==> src/rtl/legv8_pkg.sv <==
// Shared definitions for the multi-cycle LEGv8 control path: FSM states, opcode
// constants and the encodings driven onto the datapath select lines.
package legv8_pkg;

    typedef enum logic [3:0] {
        S_FETCH  = 4'd0,
        S_DECODE = 4'd1,
        S_EXEC_R = 4'd2,
        S_WB_R   = 4'd3,
        S_ADDR   = 4'd4,
        S_MEM_RD = 4'd5,
        S_WB_LD  = 4'd6,
        S_MEM_WR = 4'd7,
        S_CBZ    = 4'd8,
        S_BR     = 4'd9,
        S_TRAP   = 4'd10
    } state_t;

    typedef enum logic [2:0] {
        CLS_ILL  = 3'd0,
        CLS_R    = 3'd1,
        CLS_LDUR = 3'd2,
        CLS_STUR = 3'd3,
        CLS_CBZ  = 3'd4,
        CLS_B    = 3'd5
    } opc_class_t;

    localparam logic [10:0] OPC_ADD  = 11'b10001011000;
    localparam logic [10:0] OPC_SUB  = 11'b11001011000;
    localparam logic [10:0] OPC_AND  = 11'b10001010000;
    localparam logic [10:0] OPC_ORR  = 11'b10101010000;
    localparam logic [10:0] OPC_LDUR = 11'b11111000010;
    localparam logic [10:0] OPC_STUR = 11'b11111000000;
    localparam logic [7:0]  OPC_CBZ8 = 8'b10110100;
    localparam logic [5:0]  OPC_B6   = 6'b000101;

    localparam logic [1:0] IMM_D  = 2'b00;
    localparam logic [1:0] IMM_CB = 2'b01;
    localparam logic [1:0] IMM_B  = 2'b10;

    localparam logic [1:0] ALUSRC_A_PC    = 2'b00;
    localparam logic [1:0] ALUSRC_A_OLDPC = 2'b01;
    localparam logic [1:0] ALUSRC_A_RN    = 2'b10;
    localparam logic [1:0] ALUSRC_B_REG   = 2'b00;
    localparam logic [1:0] ALUSRC_B_FOUR  = 2'b01;
    localparam logic [1:0] ALUSRC_B_IMM   = 2'b10;
    localparam logic [1:0] ALUSRC_B_IMM4  = 2'b11;

    localparam logic [1:0] ALUOP_ADD   = 2'b00;
    localparam logic [1:0] ALUOP_PASSB = 2'b01;
    localparam logic [1:0] ALUOP_FUNCT = 2'b10;

    localparam logic [1:0] TRAP_NONE    = 2'b00;
    localparam logic [1:0] TRAP_ILLEGAL = 2'b01;
    localparam logic [1:0] TRAP_BUS     = 2'b10;

endpackage

==> src/rtl/legv8_opc_decode.sv <==
// Opcode classifier: maps instr[31:21] to an instruction class and the
// sign-extend format that class needs.
module legv8_opc_decode
    import legv8_pkg::*;
(
    input  logic [10:0] i_opc,
    output opc_class_t  o_class,
    output logic [1:0]  o_imm_sel
);

    // Short fixed fields (B, CBZ) are matched before the full 11-bit opcodes.
    always_comb begin
        o_class   = CLS_ILL;
        o_imm_sel = IMM_D;
        if (i_opc[10:5] == OPC_B6) begin
            o_class   = CLS_B;
            o_imm_sel = IMM_B;
        end else if (i_opc[10:3] == OPC_CBZ8) begin
            o_class   = CLS_CBZ;
            o_imm_sel = IMM_CB;
        end else begin
            case (i_opc)
                OPC_ADD, OPC_SUB, OPC_AND, OPC_ORR: o_class = CLS_R;
                OPC_LDUR: o_class = CLS_LDUR;
                OPC_STUR: o_class = CLS_STUR;
                default:  o_class = CLS_ILL;
            endcase
        end
    end

endmodule

==> src/rtl/legv8_multicycle_ctrl.sv <==
// Main control FSM of the multi-cycle LEGv8 core: sequences fetch, decode,
// execute, memory and writeback, with memory-timeout and illegal-opcode traps.
module legv8_multicycle_ctrl
    import legv8_pkg::*;
#(
    parameter int unsigned MEM_TIMEOUT = 16,
    parameter int unsigned TMO_W       = 5
) (
    input  logic        clk,
    input  logic        rst_n,
    input  logic [31:0] i_instr,
    input  logic        i_alu_zero,
    input  logic        i_mem_ready,
    output logic        o_pc_we,
    output logic        o_pc_src,
    output logic        o_ir_we,
    output logic [1:0]  o_imm_sel,
    output logic [1:0]  o_alu_src_a,
    output logic [1:0]  o_alu_src_b,
    output logic [1:0]  o_alu_op,
    output logic        o_mem_req,
    output logic        o_mem_we,
    output logic        o_iord,
    output logic        o_reg_we,
    output logic        o_mem_to_reg,
    output logic        o_retire,
    output logic        o_trap,
    output logic [1:0]  o_trap_cause
);

    localparam logic [TMO_W-1:0] TMO_LAST = TMO_W'(MEM_TIMEOUT - 1);

    state_t           r_state;
    logic [TMO_W-1:0] r_tmo_cnt;
    logic             r_retire;
    logic             r_trap;
    logic [1:0]       r_trap_cause;

    opc_class_t w_class;
    logic [1:0] w_dec_imm_sel;
    logic       w_pc_we, w_pc_src, w_ir_we, w_mem_req, w_mem_we, w_iord;
    logic       w_reg_we, w_mem_to_reg, w_retire_next;
    logic [1:0] w_imm_sel, w_alu_src_a, w_alu_src_b, w_alu_op;
    logic       w_mem_wait, w_tmo_hit, w_trap_set;
    logic [1:0] w_trap_cause_set;
    logic       w_unused_instr;

    assign w_unused_instr = ^i_instr[20:0];

    legv8_opc_decode u_opc_decode (
        .i_opc     (i_instr[31:21]),
        .o_class   (w_class),
        .o_imm_sel (w_dec_imm_sel)
    );

    // Datapath controls decoded from the current state, opcode and handshakes.
    always_comb begin
        w_pc_we = 1'b0;  w_pc_src = 1'b0;  w_ir_we = 1'b0;  w_mem_req = 1'b0;
        w_mem_we = 1'b0; w_iord = 1'b0;    w_reg_we = 1'b0; w_mem_to_reg = 1'b0;
        w_imm_sel = IMM_D;          w_alu_src_a = ALUSRC_A_PC;
        w_alu_src_b = ALUSRC_B_REG; w_alu_op = ALUOP_ADD;
        w_retire_next = 1'b0;
        case (r_state)
            S_FETCH: begin
                w_mem_req   = 1'b1;
                w_alu_src_b = ALUSRC_B_FOUR;
                w_ir_we     = i_mem_ready;
                w_pc_we     = i_mem_ready;
            end
            S_DECODE: begin
                w_alu_src_a = ALUSRC_A_OLDPC;
                w_alu_src_b = ALUSRC_B_IMM4;
                w_imm_sel   = w_dec_imm_sel;
                if (w_class == CLS_CBZ || w_class == CLS_B) begin
                    w_retire_next = 1'b1;
                end else begin
                    w_retire_next = 1'b0;
                end
            end
            S_EXEC_R: begin
                w_alu_src_a   = ALUSRC_A_RN;
                w_alu_op      = ALUOP_FUNCT;
                w_retire_next = 1'b1;
            end
            S_WB_R: w_reg_we = 1'b1;
            S_ADDR: begin
                w_alu_src_a = ALUSRC_A_RN;
                w_alu_src_b = ALUSRC_B_IMM;
            end
            S_MEM_RD: begin
                w_mem_req     = 1'b1;
                w_iord        = 1'b1;
                w_retire_next = i_mem_ready;
            end
            S_WB_LD: begin
                w_reg_we     = 1'b1;
                w_mem_to_reg = 1'b1;
            end
            // A store completes on its last memory cycle, so its registered
            // retire pulse lands in the following fetch cycle.
            S_MEM_WR: begin
                w_mem_req     = 1'b1;
                w_mem_we      = 1'b1;
                w_iord        = 1'b1;
                w_retire_next = i_mem_ready;
            end
            S_CBZ: begin
                w_alu_src_a = ALUSRC_A_RN;
                w_alu_op    = ALUOP_PASSB;
                w_pc_we     = i_alu_zero;
                w_pc_src    = 1'b1;
            end
            S_BR: begin
                w_pc_we  = 1'b1;
                w_pc_src = 1'b1;
            end
            default: w_pc_we = 1'b0;
        endcase
    end

    assign w_mem_wait       = w_mem_req & ~i_mem_ready;
    assign w_tmo_hit        = w_mem_wait && (r_tmo_cnt == TMO_LAST);
    assign w_trap_set       = w_tmo_hit || ((r_state == S_DECODE) && (w_class == CLS_ILL));
    assign w_trap_cause_set = w_tmo_hit ? TRAP_BUS : TRAP_ILLEGAL;

    // Gating with rst_n drops requests and enables the moment reset asserts.
    assign o_pc_we      = rst_n & w_pc_we;
    assign o_pc_src     = rst_n & w_pc_src;
    assign o_ir_we      = rst_n & w_ir_we;
    assign o_mem_req    = rst_n & w_mem_req;
    assign o_mem_we     = rst_n & w_mem_we;
    assign o_iord       = rst_n & w_iord;
    assign o_reg_we     = rst_n & w_reg_we;
    assign o_mem_to_reg = rst_n & w_mem_to_reg;
    assign o_imm_sel    = rst_n ? w_imm_sel   : 2'b00;
    assign o_alu_src_a  = rst_n ? w_alu_src_a : 2'b00;
    assign o_alu_src_b  = rst_n ? w_alu_src_b : 2'b00;
    assign o_alu_op     = rst_n ? w_alu_op    : 2'b00;
    assign o_retire     = r_retire;
    assign o_trap       = r_trap;
    assign o_trap_cause = r_trap_cause;

    // State sequencing, memory timeout counter and sticky trap record.
    always_ff @(posedge clk or negedge rst_n) begin
        if (!rst_n) begin
            r_state      <= S_FETCH;
            r_tmo_cnt    <= '0;
            r_retire     <= 1'b0;
            r_trap       <= 1'b0;
            r_trap_cause <= TRAP_NONE;
        end else begin
            r_retire  <= w_retire_next;
            r_tmo_cnt <= w_mem_wait ? r_tmo_cnt + TMO_W'(1) : '0;
            if (w_trap_set && !r_trap) begin
                r_trap       <= 1'b1;
                r_trap_cause <= w_trap_cause_set;
            end else begin
                r_trap       <= r_trap;
                r_trap_cause <= r_trap_cause;
            end
            case (r_state)
                S_FETCH: begin
                    if (i_mem_ready)    r_state <= S_DECODE;
                    else if (w_tmo_hit) r_state <= S_TRAP;
                    else                r_state <= S_FETCH;
                end
                S_DECODE: begin
                    case (w_class)
                        CLS_R:              r_state <= S_EXEC_R;
                        CLS_LDUR, CLS_STUR: r_state <= S_ADDR;
                        CLS_CBZ:            r_state <= S_CBZ;
                        CLS_B:              r_state <= S_BR;
                        default:            r_state <= S_TRAP;
                    endcase
                end
                S_EXEC_R: r_state <= S_WB_R;
                S_ADDR: begin
                    if (w_class == CLS_STUR) r_state <= S_MEM_WR;
                    else                     r_state <= S_MEM_RD;
                end
                S_MEM_RD: begin
                    if (i_mem_ready)    r_state <= S_WB_LD;
                    else if (w_tmo_hit) r_state <= S_TRAP;
                    else                r_state <= S_MEM_RD;
                end
                S_MEM_WR: begin
                    if (i_mem_ready)    r_state <= S_FETCH;
                    else if (w_tmo_hit) r_state <= S_TRAP;
                    else                r_state <= S_MEM_WR;
                end
                S_WB_R, S_WB_LD, S_CBZ, S_BR: r_state <= S_FETCH;
                default: r_state <= S_TRAP;
            endcase
        end
    end

endmodule

==> config.mk <==
export PLATFORM = sky130hd
export DESIGN_NAME = legv8_multicycle_ctrl
export DESIGN_NICKNAME = d
export VERILOG_FILES = /design/src/rtl/legv8_pkg.sv /design/src/rtl/legv8_opc_decode.sv /design/src/rtl/legv8_multicycle_ctrl.sv
export SDC_FILE = /design/constraint.sdc
export NUM_CORES = 1
export LEC_CHECK = 0
export CORE_MARGIN = 2
export CORE_UTILIZATION = 40
export DETAILED_ROUTE_END_ITERATION = 12
export PLACE_DENSITY_LB_ADDON = 0.25
export SYNTH_ARGS = -nofsm -noshare
export SYNTH_HDL_FRONTEND = slang
export SYNTH_SLANG_ARGS = --single-unit
==> constraint.sdc <==
create_clock -name clk -period 2.6 [get_ports clk]
set_input_delay 0.52 -clock clk [delete_from_list [all_inputs] [get_ports clk]]
set_output_delay 0.52 -clock clk [all_outputs]
set_load 0.02 [all_outputs]
### Word level (Yosys, flattened, before mapping)

Index checks and enable logic that the tools add are counted.

* add/sub/neg operators: 1
* equality and inequality tests: 23
* mux-type cells: 34
* bitwise operators: 10
* reductions and logical operators: 16

Operators with widths (number)
* $eq 11x11->1 const B: 6
* $pmux 4 s7: 1
* $mux 4: 6
* $eq 4x3->1 const B: 4
* $mux 2: 8
* $pmux 4 s4: 1
* $pmux 2 s3: 2
* $and 1x1->1: 9
* $mux 1: 9
* $eq 4x2->1 const B: 2
* $eq 4x4->1 const B: 2
* $eq 8x8->1 const B: 1
* $pmux 2 s2: 2
* $reduce_or 2->1: 4
* $reduce_or 4->1: 2
* $eq 3x2->1 const B: 2
* $eq 3x3->1 const B: 2
* $eq 6x3->1 const B: 1
* $mux 3: 2
* $pmux 1 s3: 2
* $reduce_or 3->1: 2
* $add 5x1->5 const B: 1
* $eq 5x4->1 const B: 1
* $mux 5: 1
* 8 further kinds: 11

* register bits after elaboration: 13
* bits of input ports: 36
* output and inout port bits: 20
* word-level logic and storage cells: 89

### Logic depth before layout (Yosys ltp)

* word-level depth: 9
* depth in mapped cells: 7

### Hierarchy

Synthesis repeated with hierarchy kept, for this count alone.

* cells, all modules: 132
* area total of the unflattened synthesis: 1081.0 µm²

Modules (own cells, without submodules)
* legv8_multicycle_ctrl: instances 1, cells an instance 118, area each 978.4 µm²
* legv8_opc_decode: instances 1, cells an instance 14, area each 102.6 µm²

### Worst setup path after synthesis

No wires, ideal clock.

* path type: flip-flop to output port
* from: register r_state[2]
* to: output o_pc_we
* arrival: 2024 ps
* path slack: 56 ps
* stages on the path, launching flop included: 5
* buffers on the path: 1
* cells stage by stage: dfrtp_1 -> clkbuf_1 -> or2_1 -> nor4b_1 -> o21bai_1

* word-level cells in the longest chain between the ends: 3
* elaborated cells on any way between the ends: 5
* classes of those cells: eq/ne (2); mux (1); bitwise (1); reduce/logical (1)

RTL lines
* start: declaration: RTL line legv8_multicycle_ctrl.sv:33 `state_t r_state;`
* start signal: assignment: RTL line legv8_multicycle_ctrl.sv:146 `r_state <= S_FETCH;`
* start signal: assignment: RTL line legv8_multicycle_ctrl.sv:163 `if (i_mem_ready) r_state <= S_DECODE;`
* start signal: assignment: RTL line legv8_multicycle_ctrl.sv:164 `else if (w_tmo_hit) r_state <= S_TRAP;`
* $eq 4x4->1 / $logic_not 4->1 (equally long branches): RTL line legv8_multicycle_ctrl.sv:63 `case (r_state)`
* $pmux 1 s3 *: RTL line legv8_multicycle_ctrl.sv:63
* $and 1x1->1 *: RTL line legv8_multicycle_ctrl.sv:127 `assign o_pc_we = rst_n & w_pc_we;`
* end: declaration: RTL line legv8_multicycle_ctrl.sv:14 `output logic o_pc_we,`

Mark *: on every way between the ends. The rest lies on a longest branch, timed or not.

### Worst setup path after layout

* from: register r_state[1]
* to: output o_mem_req

* word-level cells in the longest chain between the ends: 4
* elaborated cells on any way between the ends: 6
* classes of those cells: eq/ne (2); mux (1); bitwise (1); reduce/logical (2)

RTL lines
* $eq 4x3->1 / $logic_not 4->1 (equally long branches): RTL line legv8_multicycle_ctrl.sv:63
* $reduce_or 3->1 (no source line) *
* $mux 1 *: RTL line legv8_multicycle_ctrl.sv:63
* $and 1x1->1 *: RTL line legv8_multicycle_ctrl.sv:130 `assign o_mem_req = rst_n & w_mem_req;`
* end: declaration: RTL line legv8_multicycle_ctrl.sv:21 `output logic o_mem_req,`

Marks and branches as above.

==> report_table.html <==
<table>
<tr><th>Metric</th><th>Value</th></tr>
<tr><th colspan="2">Pwr</th></tr>
<tr><td>Largest voltage drop on the vdd net</td><td>0.0004023 V</td></tr>
<tr><td>Final total power</td><td>~1.1 mW</td></tr>
<tr><td>Static leakage</td><td>approximately 0.74 nW</td></tr>
<tr><td>Pwr dens</td><td>676.6 nW/um2</td></tr>
<tr><th colspan="2">Clock tree</th></tr>
<tr><td>CTS HTree Levels</td><td>1</td></tr>
<tr><td>Maximum buffer depth of the clock tree</td><td>2</td></tr>
<tr><td>Clock sink count</td><td>13</td></tr>
<tr><td>Number of buffers created by CTS</td><td>3</td></tr>
<tr><td>CTS tree</td><td>done</td></tr>
<tr><td>Hold Buf Count CTS</td><td>0</td></tr>
<tr><td>Root cell of the clock tree</td><td>clkbuf_4</td></tr>
<tr><td>Clock insertion delay at the later pin of the skew report</td><td>around 280 ps</td></tr>
<tr><td>Clock edge transition at the registers on the reported setup and hold paths</td><td>around 80 ps</td></tr>
<tr><th colspan="2">Job</th></tr>
<tr><td>Max-capacitance violation count</td><td>0</td></tr>
<tr><th colspan="2">Floorplanning</th></tr>
<tr><td>Total Die Area</td><td>2908 um2</td></tr>
<tr><td>DIE HEIGHT</td><td>53.93 um</td></tr>
<tr><td>Starting utilization of the core area</td><td>41.38%</td></tr>
<tr><td>Core region area</td><td>2410 um2</td></tr>
<tr><td>Die width</td><td>between 50 and 60 um</td></tr>
<tr><td>I/O pin count</td><td>56</td></tr>
<tr><td>Number of rows in the core area</td><td>18</td></tr>
<tr><th colspan="2">Placement</th></tr>
<tr><td>RePlAce Congestion</td><td>0.7961</td></tr>
<tr><td>Detailed placer's ending HPWL</td><td>about 2100 um</td></tr>
<tr><td>Port bufs</td><td>34</td></tr>
<tr><th colspan="2">STA</th></tr>
<tr><td>Number of pins exceeding their max-slew limit in the final report</td><td>0</td></tr>
<tr><td>Post-route clock period utilization</td><td>96.67%</td></tr>
<tr><td>RSZ-0062 raised after global routing</td><td>no</td></tr>
<tr><td>Setup Skew</td><td>4.915 ps</td></tr>
<tr><td>Fmax</td><td>~400 MHz</td></tr>
<tr><td>Final hold violations</td><td>0</td></tr>
<tr><td>Relative slew slack</td><td>~68%</td></tr>
<tr><td>Min Tclk post-route</td><td>roughly 2500 ps</td></tr>
<tr><td>Worst-Margin Slew</td><td>479.0 ps</td></tr>
<tr><td>Final number of setup-violating endpoints</td><td>0</td></tr>
<tr><th colspan="2">Worst setup path</th></tr>
<tr><td>Required time at the worst-slack endpoint</td><td>around 2100 ps</td></tr>
<tr><td>Largest stage delay, worst path</td><td>610 ps</td></tr>
<tr><td>Sequence of cells on the critical path</td><td>buf_4 &gt; or3_4 &gt; a21oi_1 &gt; clkdlybuf4s50_1</td></tr>
<tr><td>CP max stage cell</td><td>clkdlybuf4s50_1</td></tr>
<tr><td>Crit path buf inv count</td><td>2</td></tr>
<tr><td>CP arrival</td><td>1990 ps</td></tr>
<tr><td>Critical-path maximum fanout</td><td>6</td></tr>
<tr><td>Crit path capture type</td><td>output pin</td></tr>
<tr><td>Category of the worst setup path launch point</td><td>flop</td></tr>
<tr><td>Family of cells with the greatest summed delay on the critical path</td><td>buffers and inverters</td></tr>
<tr><td>Critical path type</td><td>reg2out</td></tr>
<tr><th colspan="2">Routing</th></tr>
<tr><td>Detailed-router iteration count before antenna repair</td><td>4</td></tr>
<tr><td>Average routed wire per standard cell</td><td>around 13 um</td></tr>
<tr><td>Via total after detailed routing</td><td>around 1.1k</td></tr>
<tr><td>DR DRC count</td><td>0</td></tr>
<tr><td>Remaining antenna violation count after routing</td><td>0</td></tr>
<tr><td>Via count normalized by instance count</td><td>roughly 5.4</td></tr>
<tr><td>Routed Wire Length</td><td>between 2000 and 3000 um</td></tr>
<tr><td>Starting DRT DRC Count</td><td>16</td></tr>
<tr><th colspan="2">Yosys</th></tr>
<tr><td>Combined area of all synthesized cells</td><td>997.2 um2</td></tr>
<tr><td>Most frequently used cell type in the post-synthesis netlist</td><td>nor2_1</td></tr>
<tr><td>Instance count of the mapped netlist</td><td>114</td></tr>
<tr><td>Most numerous cell types in the synthesized netlist</td><td>nor2_1, dfrtp_1, nor3_1, inv_1, nand2_1</td></tr>
<tr><td>Synthesized area divided by synthesized cell count</td><td>just under 9 um2</td></tr>
<tr><td>Number of synthesized flops with an enable pin</td><td>0</td></tr>
<tr><td>Primary FF master, synth</td><td>dfrtp_1</td></tr>
<tr><td>Synthesized net count</td><td>152</td></tr>
<tr><td>Warnings, synthesis</td><td>0</td></tr>
<tr><td>FF+latch count, synth</td><td>13</td></tr>
<tr><td>Yosys top cell area share</td><td>between 30% and 40%</td></tr>
<tr><td>Fraction of the yosys area taken by sequential cells</td><td>32.62%</td></tr>
<tr><td>Largest cells by area after synthesis</td><td>dfrtp_1, nor2_1, nor3_1, xor2_1, a31oi_1</td></tr>
<tr><td>Count of cell types in the netlist</td><td>slightly below 50</td></tr>
<tr><td>Asr flop ratio synth</td><td>100.0%</td></tr>
<tr><td>Largest area contributor in the synthesized netlist</td><td>dfrtp_1</td></tr>
<tr><th colspan="2">Min path</th></tr>
<tr><td>Worst hold-check path type</td><td>reg2reg</td></tr>
<tr><th colspan="2">Cells and area</th></tr>
<tr><td>Area of all sequential standard cells</td><td>326.6 um2</td></tr>
<tr><td>Layout cell share with drive strength beyond 1</td><td>between 20% and 30%</td></tr>
<tr><td>Final Util</td><td>64.64%</td></tr>
<tr><td>Area growth from synthesis to layout</td><td>56.21%</td></tr>
<tr><td>Footprint of the multi-input gates</td><td>631.9 um2</td></tr>
<tr><td>Layout fillers</td><td>about 210</td></tr>
<tr><td>Count of nets after finishing</td><td>208</td></tr>
<tr><td>Antenna cell count</td><td>0</td></tr>
<tr><th colspan="2">Outcome</th></tr>
<tr><td>Outcome</td><td>completed</td></tr>
<tr><th colspan="2">GRT</th></tr>
<tr><td>Overall routing resource usage</td><td>20.66%</td></tr>
<tr><td>Wire length of the first global-routing pass</td><td>4388 um</td></tr>
<tr><td>Pin count of the biggest net entering global routing</td><td>13</td></tr>
<tr><td>Vias in the first global route</td><td>1079</td></tr>
<tr><td>Number of antenna violations at the first check in global routing</td><td>0</td></tr>
<tr><td>Total gr overflow</td><td>0</td></tr>
</table>
[worst paths after layout]
| kind | from | end | slack (ps) | cells after the start |
|---|---|---|---|---|
| min in group asynchronous | rst_n | r_state[0]$_DFF_PN0_ | 540 | 2 |
| min | r_tmo_cnt[0]$_DFF_PN0_ | r_tmo_cnt[0]$_DFF_PN0_ | 460 | 1 |
| min reg2reg | r_tmo_cnt[0]$_DFF_PN0_ | r_tmo_cnt[0]$_DFF_PN0_ | 460 | 1 |
| max in group asynchronous | rst_n | r_state[3]$_DFF_PN0_ | 1700 | 3 |
| max reg2reg | r_tmo_cnt[0]$_DFF_PN0_ | r_state[1]$_DFF_PN0_ | 760 | 7 |
| max | r_state[1]$_DFF_PN0_ | o_mem_req | 90 | 4 |
[cell families after synthesis]
| family | synth area share [%] |
|---|---|
| muxes | 2.133 |
| AOI/OAI and AO/OA | 19.32 |
| adders and majority gates | 2.509 |
| xor gates and xnor gates | 4.392 |
| and+or+nand+nor | 33.50 |
| buffers and inverters | 5.519 |
| DFF | 32.62 |
[cells in the final DEF (no fill, tap or decap), types with 2 or more instances in the layout]
cell type and n:
dfrtp_1 12, o21ai_0 3, and3_1 3, ha_1 2
a31oi_1 4, nor2_1 16, nand2_1 5, dlygate4sd2_1 7
a211o_1 2, nor3b_1 3, nand4b_1 2, xor2_1 3
and2_1 2, xnor2_1 2, nor3_1 6, a21oi_1 4
clkdlybuf4s50_1 25, nand3_1 3, nor2b_1 2, nor4b_2 2
inv_1 5, clkbuf_4 3, dlymetal6s2s_1 2, buf_4 24
[where the power goes]
group	internal, mW	switching (mW)
clock network	0.0597	0.0686
logic	0.316	0.325
registers	0.240	0.0447
[layer usage]
layer	routed length [um]	track usage, %	vias up
li1	-	-	530
met1	1051	21.92	509
met2	1429	40.65	32
met3	120	1.667	4
met4	38	8.974	0
met5	0	0	-
[per-stage QoR]
stage,hold slack (ps),cell area (um2),setup WS [ps],setup TNS (ps),cells
finish,464.5,1558,86.48,0,199
global route,483.6,1558,10.43,0,199
CTS,467.2,1549,24.71,0,199
detailed placement,457.2,1519,-158.5,-378.6,195
global placement,443.7,1519,-68.03,-112.6,195
floorplan,224.4,997.2,55.67,0,114
[final cells by class]
cell class | count | share of cell area (%)
multi-input cells | 89 | 40.56
clock buffers | 4 | 1.687
repair buffers | 58 | 33.17
well taps | 30 | 2.410
inverters | 5 | 1.205
flip-flops and latches | 13 | 20.96
[state kept, by name (all words and copies together), names as in the netlist]
| signal | count |
|---|---|
| o_retire | 1 |
| o_trap | 1 |
| o_trap_cause | 2 |
| r_state | 4 |
| r_tmo_cnt | 5 |
[timing repair]
action	in CTS	in global routing
setup endpoints to repair	8	5
buffers inserted	0	0
gates resized for setup	9	4
Power figures use the tool's default switching activity.
